[src/rtl/witf_pkg.sv]
// Shared types and defaults for the write-in-flight table.
// The entry struct is the storage format of one in-flight destination register.
package witf_pkg;
    localparam int WITF_DEPTH  = 4;
    localparam int WITF_REG_AW = 5;

    typedef struct packed {
        logic                   valid;
        logic [WITF_REG_AW-1:0] rd;
    } witf_entry_t;
endpackage

[src/rtl/witf_match.sv]
// Per-entry comparator: flags a RAW hazard when a used, non-x0 source operand
// names the destination held by a valid in-flight entry.
module witf_match #(
    parameter int REG_AW = witf_pkg::WITF_REG_AW
) (
    input  logic              entry_valid,
    input  logic [REG_AW-1:0] entry_rd,
    input  logic [REG_AW-1:0] rs1,
    input  logic [REG_AW-1:0] rs2,
    input  logic              rs1_used,
    input  logic              rs2_used,
    output logic              hit
);
    logic hit1;
    logic hit2;

    always_comb begin
        hit1 = rs1_used & (|rs1) & (rs1 == entry_rd);
        hit2 = rs2_used & (|rs2) & (rs2 == entry_rd);
        hit  = entry_valid & (hit1 | hit2);
    end
endmodule

[src/rtl/witf_scoreboard.sv]
// Write-in-flight table: records destinations of dispatched register writers,
// retires them in order at writeback and stalls decode on RAW hazards or when full.
module witf_scoreboard
    import witf_pkg::*;
#(
    parameter int DEPTH  = WITF_DEPTH,
    parameter int REG_AW = WITF_REG_AW,
    parameter int CNT_W  = $clog2(DEPTH) + 1
) (
    input  logic              clk,
    input  logic              rst,
    input  logic [REG_AW-1:0] rs1,
    input  logic [REG_AW-1:0] rs2,
    input  logic              rs1_used,
    input  logic              rs2_used,
    input  logic              disp_valid,
    input  logic              disp_regwr,
    input  logic [REG_AW-1:0] disp_rd,
    input  logic              pipeline_flush,
    input  logic              wb_valid,
    input  logic [REG_AW-1:0] wb_rd,
    output logic              is_raw,
    output logic              witf_full,
    output logic              witf_empty,
    output logic              disp_stall,
    output logic [CNT_W-1:0]  count,
    output logic              err
);
    localparam int PTR_W = $clog2(DEPTH);

    witf_entry_t [DEPTH-1:0] entries_q, entries_d;
    logic [PTR_W-1:0]        wr_ptr_q, wr_ptr_d;
    logic [PTR_W-1:0]        rd_ptr_q, rd_ptr_d;
    logic [CNT_W-1:0]        count_q, count_d;
    logic                    err_q, err_d;
    logic                    push;
    logic                    pop;
    logic [DEPTH-1:0]        hits;

    assign witf_full  = (count_q == CNT_W'(DEPTH));
    assign witf_empty = (count_q == '0);

    for (genvar i = 0; i < DEPTH; i++) begin : g_match
        witf_match #(.REG_AW(REG_AW)) u_match (
            .entry_valid (entries_q[i].valid),
            .entry_rd    (entries_q[i].rd),
            .rs1         (rs1),
            .rs2         (rs2),
            .rs1_used    (rs1_used),
            .rs2_used    (rs2_used),
            .hit         (hits[i])
        );
    end

    // Full is judged on the pre-edge count, so a same-cycle pop never frees room for a push.
    always_comb begin
        push      = disp_valid & disp_regwr & (|disp_rd) & ~pipeline_flush & ~witf_full;
        pop       = wb_valid & ~witf_empty;
        entries_d = entries_q;
        wr_ptr_d  = wr_ptr_q;
        rd_ptr_d  = rd_ptr_q;
        count_d   = count_q;
        err_d     = err_q;

        if (wb_valid && (witf_empty || (wb_rd != entries_q[rd_ptr_q].rd))) begin
            err_d = 1'b1;
        end
        if (pop) begin
            entries_d[rd_ptr_q].valid = 1'b0;
            rd_ptr_d                  = rd_ptr_q + PTR_W'(1);
        end
        if (push) begin
            entries_d[wr_ptr_q].valid = 1'b1;
            entries_d[wr_ptr_q].rd    = disp_rd;
            wr_ptr_d                  = wr_ptr_q + PTR_W'(1);
        end
        case ({push, pop})
            2'b10:   count_d = count_q + CNT_W'(1);
            2'b01:   count_d = count_q - CNT_W'(1);
            default: count_d = count_q;
        endcase
    end

    always_ff @(posedge clk or posedge rst) begin
        if (rst) begin
            entries_q <= '0;
            wr_ptr_q  <= '0;
            rd_ptr_q  <= '0;
            count_q   <= '0;
            err_q     <= 1'b0;
        end else begin
            entries_q <= entries_d;
            wr_ptr_q  <= wr_ptr_d;
            rd_ptr_q  <= rd_ptr_d;
            count_q   <= count_d;
            err_q     <= err_d;
        end
    end

    // No writeback bypass: the entry retiring this cycle still raises the hazard.
    always_comb begin
        is_raw     = |hits;
        disp_stall = is_raw | witf_full;
        count      = count_q;
        err        = err_q;
    end
endmodule
[config.mk]
export PLATFORM = sky130hd
export DESIGN_NAME = witf_scoreboard
export DESIGN_NICKNAME = d
export VERILOG_FILES = /design/src/rtl/witf_pkg.sv /design/src/rtl/witf_match.sv /design/src/rtl/witf_scoreboard.sv
export SDC_FILE = /design/constraint.sdc
export NUM_CORES = 1
export LEC_CHECK = 0
export BUFFER_PORTS_ARGS = -buffer_cell sky130_fd_sc_hd__buf_2
export CAP_MARGIN = 0
export CORE_MARGIN = 2
export CORE_UTILIZATION = 56
export CTS_CLUSTER_SIZE = 12
export DETAILED_ROUTE_END_ITERATION = 10
export PLACE_DENSITY = 0.79
export SLEW_MARGIN = 0
export SYNTH_ARGS = -nofsm -noshare
export SYNTH_HDL_FRONTEND = slang
export SYNTH_SLANG_ARGS = --single-unit
[constraint.sdc]
create_clock -name clk -period 2.88 [get_ports clk]
set_input_delay 0.288 -clock clk [delete_from_list [all_inputs] [get_ports clk]]
set_output_delay 0.288 -clock clk [all_outputs]
set_load 0.02 [all_outputs]
# Word level (Yosys, flattened, before mapping)
# Cells that the tools add are included.
[word_totals]
regBits = 32
input_bits = 28
word_cells = 83
[op_classes]
n_addsub = 4
order_cmp = 4
n_eq_ne = 12
mux = 14
n_bitwise = 27
reduce_logical = 10
[ops]
columns = ["cell", "n"]
rows = [
  ["$bwmux W24", 3],
  ["$mux W24", 2],
  ["$eq A5 B5 Y1", 8],
  ["$demux W6 S2", 3],
  ["$and A1 B1 Y1", 19],
  ["$reduce_or A5 Y1", 3],
  ["$bmux W6 S2", 1],
  ["$mux W6", 2],
  ["$mux W5", 2],
  ["$lt A2 B3 Y1 const B", 2],
  ["$pmux W3 S2", 1],
  ["$ne A5 B5 Y1", 1],
  ["$or A1 B1 Y1", 5],
  ["$add A2 B1 Y2 const B", 2],
  ["$ge A2 B1 Y1 const B", 2],
  ["$reduce_or A4 Y1", 1],
  ["$add A3 B1 Y3 const B", 1],
  ["$eq A3 B3 Y1 const B", 1],
  ["$logic_and A1 B1 Y1", 3],
  ["$logic_not A3 Y1", 1],
  ["$not A1 Y1", 3],
  ["$sub A3 B1 Y3 const B", 1],
  ["$eq A2 B1 Y1 const B", 1],
  ["$eq A2 B2 Y1 const B", 1],
  ["other kinds (2)", 2],
]

# Longest topological paths before layout
[logic_depth]
word_depth = 9
mapped_depth = 11

# Modules after synthesis
# Synthesis repeated with hierarchy kept, for this count alone.
[hier_totals]
cells_unflattened = 205
area_unflattened_um2 = 2187.1
[by_module_without_submodules]
columns = ["mod", "n_inst", "cells_each", "area_each_um2", "seq_area_each_um2"]
rows = [
  ["witf_scoreboard", 1, 129, 1641.6, 800.8],
  ["witf_match", 4, 19, 136.4, 0.0],
]

# Worst setup path after synthesis
# Ideal clock, no wire load.
[synth_path]
path_kind = "flip-flop to flip-flop"
start = "reg count_q[0] (netlist: count[0])"
end = "reg count_q[2] (netlist: count[2])"
setup_ps = 134
t_arrival_ps = 2228
t_required_ps = 2746
setup_slack_ps = 518
path_stages_with_launch = 12
n_path_buf = 0
synth_period_minus_slack_ps = 2362
path_cell_list = "dfrtp_1 -> nor2_1 -> nand2_2 -> inv_2 -> nor4_4 -> inv_1 -> ha_1 -> inv_1 -> fa_1 -> xor2_1 -> nor2_1 -> xor2_1"
[synth_between]
elab_chain_len = 5
elab_cells_between_ends = 12
[synth_lines]
columns = ["element", "line", "rtl"]
rows = [
  ["start, declared", "witf_scoreboard.sv:34", "logic [CNT_W-1:0] count_q, count_d;"],
  ["start signal, assigned", "witf_scoreboard.sv:95", "count_q <= count_d;"],
  ["$eq A3 B3 Y1 *", "witf_scoreboard.sv:40", "assign witf_full = (count_q == CNT_W'(DEPTH));"],
  ["named net witf_full", "witf_scoreboard.sv:23", "output logic witf_full,"],
  ["$not A1 Y1 *", "witf_scoreboard.sv:57", "push = disp_valid & disp_regwr & (|disp_rd) & ~pipeline_flush & ~witf_full;"],
  ["$and A1 B1 Y1 *", "witf_scoreboard.sv:57", ""],
  ["$eq A2 B1 Y1 / $eq A2 B2 Y1 (equally long branches)", "witf_scoreboard.sv:77", "case ({push, pop})"],
  ["$pmux W3 S2 / $reduce_bool A2 Y1 (equally long branches)", "n/a", ""],
]
# Mark *: on every way through the listed nets, which the timed path passes. The rest lies on a longest branch.
# A chain may end at the register's enable or synchronous reset.

# Worst setup path after layout
[layout_path]
start = "reg count_q[0] (netlist: count[0])"
end = "reg count_q[2] (netlist: count[2])"
[layout_between]
elab_chain_len = 5
elab_cells_between_ends = 12
[layout_lines]
columns = ["element", "line"]
rows = [
  ["$eq A3 B3 Y1 / $logic_not A3 Y1 (equally long branches)", "witf_scoreboard.sv:40, witf_scoreboard.sv:41"],
  ["$not A1 Y1 (on tied branches)", "witf_scoreboard.sv:57, witf_scoreboard.sv:58"],
  ["$and A1 B1 Y1 (on tied branches)", "witf_scoreboard.sv:57, witf_scoreboard.sv:58"],
  ["$eq A2 B1 Y1 / $eq A2 B2 Y1 (equally long branches)", "witf_scoreboard.sv:77"],
  ["$pmux W3 S2 / $reduce_bool A2 Y1 (equally long branches)", "n/a"],
]
# Parallel ways exist; a longest one is shown, timed or not.

==> run metrics <==
status=finished clean; number of port buffers=35; FF-to-FF End=count[2]; power per cell area=965.9 nW/um^2; largest net degree at the start of global routing=33; Leak=1.177 nW; ys flop type=dfrtp_1; Arrival @ worst endpoint=2.56 ns; #FFs+latches synth=32; Slew @ Worst Pin=between 0.7 and 0.8 ns; cts hold-fix bufs=0; Cell variety after synth=26; GPL Wtd Cong=between 0.8 and 0.9; pre-CTS setup slack=~0.4 ns; TritonCTS Buffers=5; Antenna Diode Count=0; Critical Path End Type=flip-flop; adder-cell share of the synthesized area=6.192%; I/O Pins=36; RSZ-0062 raised after global routing=false; Mapped Nets=236; antenna violations before repair=0; Final setup viols=0; Clk pin slew, worst setup/hold paths=0.07 ns; largest family of logic cells by synthesized area=XOR/XNOR gates; Core Util, Final=between 60% and 70%; Synth async-reset ratio=100.0%; Clock Tree Root=clkbuf_8; Mapped Area=2142 sq um; CTS tree=built; Seq/Total Area, Yosys=between 30% and 40%; clock skew=between 0.009 and 0.01 ns; Compound-Gate Fraction of Synth Area=1.869%; Tmin final=2.390 ns; most common cell after layout, fill and taps aside=xor2_1; Final period util=82.99%; fin. max-slew vios=0; Post-Synth Simple-Gate Area=13.84%; Post-CTS Setup Bufs=0; total global-route track usage=25.06%; CP required=3.05 ns; CTS sink cnt=32; Site Rows=22; first-pass GRT wire length=7.721 mm; number of iterations in the first detailed-routing pass=4; Total Power=2.346 mW; Syn Inst Count=a little under 200; mux cell area share after synthesis=16.24%; Startpoint Class=flip-flop; Detailed Route WL=around 4.7 mm; grt ovf=0; dpl hpwl=3.591 mm; HP Class=input port to asynchronous set/reset pin; Sum Neg Setup Slack=0 ns; endpoints failing hold=0; H-tree depth=2; nets=approximately 270; Synthesis Warnings=0; FMAX=418.4 MHz; DR WL/cell=16.85 um; reg2reg path depth=11; Placed Cells incl. Taps=around 270; Clock Latency Late Sink=0.29 ns; initial core utilization=58.51%; Remaining DRCs=0; drt first-iter violations=87; post-synthesis xor/xnor area fraction=around a fifth; CP startpoint=count[0]; commonest cells after routing, fill and taps aside=xor2_1, buf_2, dfrtp_1; min setup slack post-route=0.4900 ns; crit path to=count[2]; die height=65.85 um; maxcap violations=0; R2R setup slack=0.49 ns; mean area per synthesized cell=10.82 sq um; Resized Gates After CTS=0; Worst slew margin=49.14%; Die ar.=4336 sq um; die width=65.85 um; Core Area=3661 sq um; vias per cell=5.455; critical path type=flip-flop to flip-flop; post-route insts no fill=277; CTS Buffer Depth=2; Reg2Reg Launch Point=count[0]; Area Overhead vs Synth=13.38%; via count=1511; Max FO, Critical Path=8; number of global-route vias before repair=1510; fraction of layout instances using a drive strength above 1=between 20% and 30%; Post-DRT Antenna Nets=0; Post-synth EDFFs=0; VDD IR max=around 0.00054 V
[metal layers]
metal  up-vias  track usage, %  part of all wire [%]
met3         5           5.111                   4.0
met5         -               0                     0
met2        38           38.89                    47
met4         0           7.031                   1.3
met1       744           35.69                    48
li1        724               -                     -
[layout make-up]
class	count	area, sq um
repair buffers	36	182.7
clock buffers	5	68.82
flip-flops and latches	32	800.8
inverters	10	37.54
multi-input cells	143	1255
well taps	48	60.06
clock inverters	3	23.77
fillers	293	1232
[flip-flops by register name, indices dropped and copies added, names as in the netlist]
name	cells
rd_ptr_q	2
entries_q	24
count	3
wr_ptr_q	2
err	1
[Yosys cell counts, types with 2 or more instances]
cell / number / area, sq um
nand2_4: 4 / 45.04
dfrtp_1: 32 / 800.8
nor4_1: 9 / 56.30
mux4_2: 5 / 112.6
mux2_1: 20 / 225.2
ha_1: 9 / 112.6
nor2_1: 4 / 15.01
nand3_1: 8 / 40.04
clkbuf_1: 13 / 48.80
o21ai_0: 4 / 20.02
xnor2_1: 11 / 96.34
nand2_1: 15 / 56.30
and4_1: 2 / 17.52
nor3_1: 2 / 10.01
xor2_1: 39 / 341.6
inv_1: 9 / 33.78
or4_1: 3 / 22.52
[logic make-up (layout without fill, tap and decap cells)]
group	after synthesis	count (layout)
AND/OR/NAND/NOR	50	50
multiplexers	26	26
flip-flops	32	32
buffers and inverters	23	54
adder cells (fa/ha/maj)	10	10
XOR/XNOR	50	50
AO/OA/AOI/OAI	7	7
[critical path, stage by stage (launching register included)]
cell,delay (ns)
dfrtp_1,0.45
nor2_1,0.09
nand2_2,0.09
inv_2,0.05
nor4_4,0.64
inv_1,0.11
ha_1,0.25
inv_1,0.07
fa_1,0.17
xor2_1,0.14
nor2_1,0.06
xor2_1,0.14
[worst min path at each step]
stage | startpoint | end
after floorplan | rst | count[0]
after global placement | rst | count[2]
after detailed placement | rst | count[2]
after CTS | rst | entries_q[18]
after global routing | rst | count[2]
final | rst | count[2]
[report_power, final]
part	internal (mW)	switching, mW
Clock	0.171	0.183
Sequential	0.659	0.343
Combinational	0.517	0.472
[stage by stage]
stage	instance area, sq um	hold slack, ns
6_report	2429	0.06104
5_1_grt	2429	0.1029
4_1_cts	2429	0.07645
3_5_place_dp	2336	0.3890
3_3_place_gp	2336	0.3892
2_1_floorplan	2142	0.4042
No activity file was read; power rests on OpenSTA's default activity.
